==> config.mk <==
export PLATFORM = sky130hd
export DESIGN_NAME = control_sequencer
export DESIGN_NICKNAME = d
export VERILOG_FILES = /design/src/rtl/control_sequencer.sv
export SDC_FILE = /design/constraint.sdc
export NUM_CORES = 1
export LEC_CHECK = 0
export CAP_MARGIN = 15
export CORE_UTILIZATION = 47
export CTS_BUF_LIST = sky130_fd_sc_hd__clkbuf_8
export DETAILED_ROUTE_END_ITERATION = 8
export PLACE_DENSITY = 0.91
export SYNTH_ARGS = -nofsm -noshare
export SYNTH_HDL_FRONTEND = slang
export SYNTH_SLANG_ARGS = --single-unit
==> constraint.sdc <==
create_clock -name clock -period 5.3 [get_ports clock]
set_clock_uncertainty 0.15 [all_clocks]
set_input_delay 1.06 -clock clock [delete_from_list [all_inputs] [get_ports clock]]
set_output_delay 1.06 -clock clock [all_outputs]
set_load 0.01 [all_outputs]
==> src/rtl/control_sequencer.sv <==
// control_sequencer: fetch/decode/execute controller for the 16-bit accumulator CPU
//   clock/reset           : rising-edge clock, synchronous active-high reset
//   mem_addr/rd/we/wdata  : single-port memory request (sync read, 1-cycle latency); mem_rdata returns data
//   alu_op/alu_a/alu_b    : combinational ALU drive; alu_result consumed in EXEC (shifts) and WB
//   pc/ac/ir/halted       : architectural state; instr_done pulses in the last cycle of each instruction
module control_sequencer #(
  parameter logic [15:0] RESET_PC = 16'h0000
) (
  input  logic        clock,
  input  logic        reset,
  output logic [15:0] mem_addr,
  output logic        mem_rd,
  output logic        mem_we,
  output logic [15:0] mem_wdata,
  input  logic [15:0] mem_rdata,
  output logic [3:0]  alu_op,
  output logic [15:0] alu_a,
  output logic [15:0] alu_b,
  input  logic [15:0] alu_result,
  output logic [15:0] pc,
  output logic [15:0] ac,
  output logic [15:0] ir,
  output logic        halted,
  output logic        instr_done
);
  typedef enum logic [2:0] {FETCH, DECODE, EXEC, WB, HALTED} state_t;
  state_t state_q, state_d;
  logic [15:0] pc_q, pc_d, ir_q, ir_d, mar_q, mar_d, mbr_q, mbr_d, ac_q, ac_d, ea;
  logic [3:0] op, alu_sel;
  logic mem_op, shift_op, skip, rd, we, done;
  always_comb begin
    op = ir_q[15:12];
    ea = {4'h0, ir_q[11:0]};
    mem_op = op == 4'h1 || (op >= 4'h3 && op <= 4'h7);
    shift_op = op == 4'h8 || op == 4'h9;
    alu_sel = op == 4'h4 ? 4'b0001 : op == 4'h5 ? 4'b1000 : op == 4'h6 ? 4'b1001 :
              op == 4'h7 ? 4'b1010 : op == 4'h8 ? 4'b0100 : op == 4'h9 ? 4'b0101 : 4'b0000;
    skip = ir_q[11:10] == 2'b00 ? ac_q[15] :
           ir_q[11:10] == 2'b01 ? ac_q == 16'h0 :
           ir_q[11:10] == 2'b10 ? !ac_q[15] && ac_q != 16'h0 : 1'b0;
    state_d = state_q;
    pc_d = pc_q;
    ir_d = ir_q;
    mar_d = mar_q;
    mbr_d = mbr_q;
    ac_d = ac_q;
    mem_addr = mar_q;
    rd = 1'b0;
    we = 1'b0;
    done = 1'b0;
    alu_op = 4'b0000;
    alu_b = 16'h0;
    case (state_q)
      FETCH: begin
        mem_addr = pc_q;
        mar_d = pc_q;
        rd = 1'b1;
        state_d = DECODE;
      end
      DECODE: begin
        ir_d = mem_rdata;
        pc_d = pc_q + 16'd1;
        state_d = EXEC;
      end
      EXEC: begin
        // memory-operand ops and STORE address memory through MAR; everything else finishes here
        mem_addr = (mem_op || op == 4'h2) ? ea : mar_q;
        mar_d = (mem_op || op == 4'h2) ? ea : mar_q;
        rd = mem_op;
        we = op == 4'h2;
        done = !mem_op;
        alu_op = shift_op ? alu_sel : 4'b0000;
        ac_d = shift_op ? alu_result : op == 4'hA ? ea : op == 4'hD ? 16'h0 : ac_q;
        pc_d = op == 4'hB ? ea : (op == 4'hC && skip) ? pc_q + 16'd1 : pc_q;
        state_d = mem_op ? WB : op == 4'hF ? HALTED : FETCH;
      end
      WB: begin
        mbr_d = mem_rdata;
        alu_op = alu_sel;
        alu_b = mem_rdata;
        ac_d = op == 4'h1 ? mem_rdata : alu_result;
        done = 1'b1;
        state_d = FETCH;
      end
      HALTED: ;
      default: state_d = FETCH;
    endcase
    mem_rd = rd && !reset;
    mem_we = we && !reset;
    instr_done = done && !reset;
  end
  always_ff @(posedge clock) begin
    if (reset) begin
      state_q <= FETCH;
      pc_q <= RESET_PC;
      ir_q <= 16'h0;
      mar_q <= 16'h0;
      mbr_q <= 16'h0;
      ac_q <= 16'h0;
    end else begin
      state_q <= state_d;
      pc_q <= pc_d;
      ir_q <= ir_d;
      mar_q <= mar_d;
      mbr_q <= mbr_d;
      ac_q <= ac_d;
    end
  end
  assign mem_wdata = ac_q;
  assign alu_a = ac_q;
  assign pc = pc_q;
  assign ac = ac_q;
  assign ir = ir_q;
  assign halted = state_q == HALTED;
endmodule

# Yosys cells after proc, flatten, opt, wreduce, memory -nomap -nowiden
# Cells that the tools add are included.
# classes
addsub,1
multipliers,0
div_mod_pow,0
n_lt_le_gt_ge,2
n_eq_ne,21
shift,0
muxes,28
bitwise_logic,0
n_reduce_logical,20
# op_table
operator,n
$mux 16,8
$pmux 16 s2,3
$eq 4x4->1 const B,7
$mux 4,5
$add 16x1->16 const B,1
$eq 4x3->1 const B,4
$logic_not 16->1,1
$reduce_bool 16->1,1
$mux 3,4
$pmux 3 s4,1
$pmux 4 s2,1
$eq 3x2->1 const B,2
$logic_and 1x1->1,6
$eq 4x1->1 const B,1
$eq 4x2->1 const B,1
$ge 4x2->1 const B,1
$le 4x3->1 const B,1
$mux 1,4
$ne 4x4->1 const B,1
$pmux 1 s2,2
$reduce_and 2->1,2
$reduce_bool 2->1,2
$eq 3x1->1 const B,1
$eq 3x3->1 const B,1
other kinds (7),11
# totals
ff_bits,67
latchBits,0
ramBits,0
romBits,0
output_inout_bits,120
mem_count,0

# Longest topological paths before layout
# depth
word_depth,9
depth_mapped,9
mapped_depth_nobuf,6

# Least setup slack after synthesis
# OpenSTA, ideal clock, no wires.
# synth_timing
path_kind,input to output
from,input port reset
to,output port mem_we
arrival_time_ns,1.820
t_required_ns,4.090
path_slack_ns,2.270
path_stages,2
path_buffers,0
cell_sequence,or3_1 > nor4_1
# synth_between
elab_chain_len,2
# synth_lines
element,line_no,text
start: declaration,10,"input logic reset,"
$logic_not 1->1,89,mem_we = we && !reset;
$logic_and 1x1->1,89,
end: declaration,13,"output logic mem_we,"
# Every way passes these cells.

# Worst setup path in the final report
# layout_timing
from,register state_q[1]
to,output port mem_addr[1]
# layout_between
elab_chain_len,2
elab_cells_between_ends,3
classes_between,eq/ne: 1; mux: 1; reduce/logical: 1
# layout_lines
element,line_no,text
start: declaration,27,"state_t state_q, state_d;"
start signal: assignment,101,state_q <= state_d;
$eq 3x2->1 or $logic_not 3->1 (tied branches),53,case (state_q)
$pmux 16 s2 (*),53,
end: declaration,11,"output logic [15:0] mem_addr,"
# Every way passes the cells marked *; elsewhere a longest branch is shown, timed or not.

==> reports/metrics.csv <==
stage,metric,value,unit
outcome,outcome,finished clean,
run,max_cap_viol_count,0,
grt,gr-max-usage-layer,met2,
layout,fillers,558,
drt,postRouteAntennaNets,0,
setup_path,critPathLaunchType,register,
logic_synthesis,synth_top_area_share,38.5,%
cts,cts.sinks,67,
sta,slew_violations,0,
power,max-vdd-ir-drop,0.149,mV
layout,mostFrequentLayoutCells,"clkdlybuf4s50_1, dfxtp_1, nor2_1",
logic_synthesis,syn_area,3490,um2
cts,ctsHtreeMaxLevel,3,
drt,totalWireLength,11.1,mm
layout,final_layout_size_suffix_gt1_share,5.86,%
cts,clockBufferDepth,2,
logic_synthesis,synthCells,431,
sta,fmax,247,MHz
layout,final_common_cell,clkdlybuf4s50_1,
cts,hold_buffers,0,
power,p_total,0.00138,W
power,p_leak,1.71,nW
cts,clockRootBuffer,clkbuf_8,
logic_synthesis,yosysWarnings,0,
sta,setup_viol,0,
sta,fin_crit,4040,ps
sta,worst_pin_slew,942,ps
logic_synthesis,seq_area_frac_synth,38.5,%
logic_synthesis,ys_ff_latch,67,
logic_synthesis,syn_nets,466,
min_path,min_path_type,reg -> reg,
logic_synthesis,yosys.area.top_type,dfxtp_1,
grt,grtUsageMet1,35.0,%
grt,use_met2,47.3,%
logic_synthesis,synthArstFlopShare,0,%
setup_path,worstSetupEndpointType,primary output,
logic_synthesis,avgSynthCellArea,8.09,um2
floorplanning,die_area,7770,um2
cts,numCtsBuffers,9,
floorplanning,dieWidth,88.1,um
cts,tritoncts,built,
logic_synthesis,synth_enable_flop_cells,0,
logic_synthesis,synthFlopType,dfxtp_1,
setup_path,crit_type,reg -> out,
cts,path_clk_slew,70,ps
floorplanning,start_util,48.3,%
cts,insertion_delay,340,ps
drt,drc,0,
grt,grt_pass1_wl,16.6,mm
place,hpwl,7.92,mm
grt,grt_max_degree,65,
grt,grtUsageTotal,27.9,%
drt,firstDrtPassIters,7,
floorplanning,die_y,88.1,um
drt,drt-initial-drc-count,335,
cts,cts_resized,0,
sta,fin_crit_sh,76.2,%
place,gp_congestion,0.817,
grt,grtUsageMet3,4.90,%
logic_synthesis,ys_types,38,
sta,rsz0062_at_grt,no,
sta,hold_viol_final,0,
power,powerDensity,273,nW/um2
grt,antenna_found_initial,0,
sta,fin_hold_ws,385,ps
grt,overflow,0,
floorplanning,rows,31,
sta,slew_headroom,36.9,%
place,port_buffers,153,
layout,insertedDiodeCount,0,
drt,wl_per_cell,17.2,um
drt,detail_route.vias_per_cell,5.85,
grt,grt_pass1_vias,3396,
layout,area_growth,45.2,%
layout,finalNetCount,576,
sta,setup-tns-final,0,ps
setup_path,cp.arrival,2830,ps
floorplanning,coreArea,7210,um2
logic_synthesis,netlist_top_cells_area,"dfxtp_1, buf_4, a211oi_1, nor2_1, nand2_1",
setup_path,crit_fanout,18,
drt,vias,3774,
floorplanning,ioPinCount,154,
cts,post_cts_buffers,0,
setup_path,required,4090,ps
[cell usage after synthesis, types with 2 or more instances]
cell	number
and2_1	16
nor2_1	49
and4_1	3
a22o_1	4
nor3_1	13
xnor2_1	14
nand3_1	8
a22oi_1	4
clkbuf_1	25
nand2_1	45
o22ai_1	24
mux2i_1	2
nor4_1	10
dfxtp_1	67
o21ai_0	3
inv_1	5
a222oi_1	12
nand2b_1	4
buf_6	2
nor2b_1	16
or3b_2	2
a21oi_1	30
buf_4	33
a211oi_1	26
[power breakdown]
part	total (W)	switching, W	internal [W]
registers	0.000576	0.0000431	0.000533
logic	0.000340	0.000167	0.000173
clock network	0.000467	0.000193	0.000274
total	0.00138	0.000403	0.000980
[metrics by stage]
step	util, %	std cells	area, um2	setup slack, ps
floorplan	-	431	3490	2270
global placement	66.9	628	4830	1780
detailed placement	66.9	628	4830	1720
CTS	70.0	644	5050	1310
global route	70.2	645	5060	1100
finish	70.2	645	5060	1260
[state kept, by name (all words and copies together), names as in the netlist]
signal   count
mar_q       16
pc          16
state_q      3
ir          16
ac          16
[layer usage]
metal	up-vias	share of wire [%]
li1	1744	-
met5	-	0
met4	0	2.2
met2	219	49
met3	24	8.9
met1	1787	40
[area by class of cell]
type                       instances  area, um2  share of cell area (%)
clock buffer                      10        138                    2.72
clock inverter                     6       81.3                    1.61
inverter                           5       18.8                   0.371
multi-input combinational        298       1770                    35.0
sequential                        67       1340                    26.5
tap                               99        124                    2.45
timing repair buffer             160       1590                    31.3
[path summary, 6_finish.rpt]
kind,start,endpoint,slack (ps),cells after the start
worst max-delay path,state_q[1],mem_addr[1],1260,5
worst min-delay path,ir[0],ir[0],380,2
worst max register to register,state_q[1],pc[1],2270,6
worst min register to register,ir[0],ir[0],380,2
[critical path, cell delays in order (launching register included)]
cell	delay, ps
dfxtp_1	760
inv_1	280
nand2_1	410
o22ai_1	180
a21oi_1	260
clkdlybuf4s50_1	590
[cell families after synthesis]
kind of cell	after synthesis	synth area share, %
simple gates	173	24.3
compound gates	106	21.1
flops	67	38.5
buf+inv	66	11.1
xor+xnor	15	3.77
mux	3	0.897
fa+ha+maj	1	0.359
No activity file was read; power rests on OpenSTA's default activity.
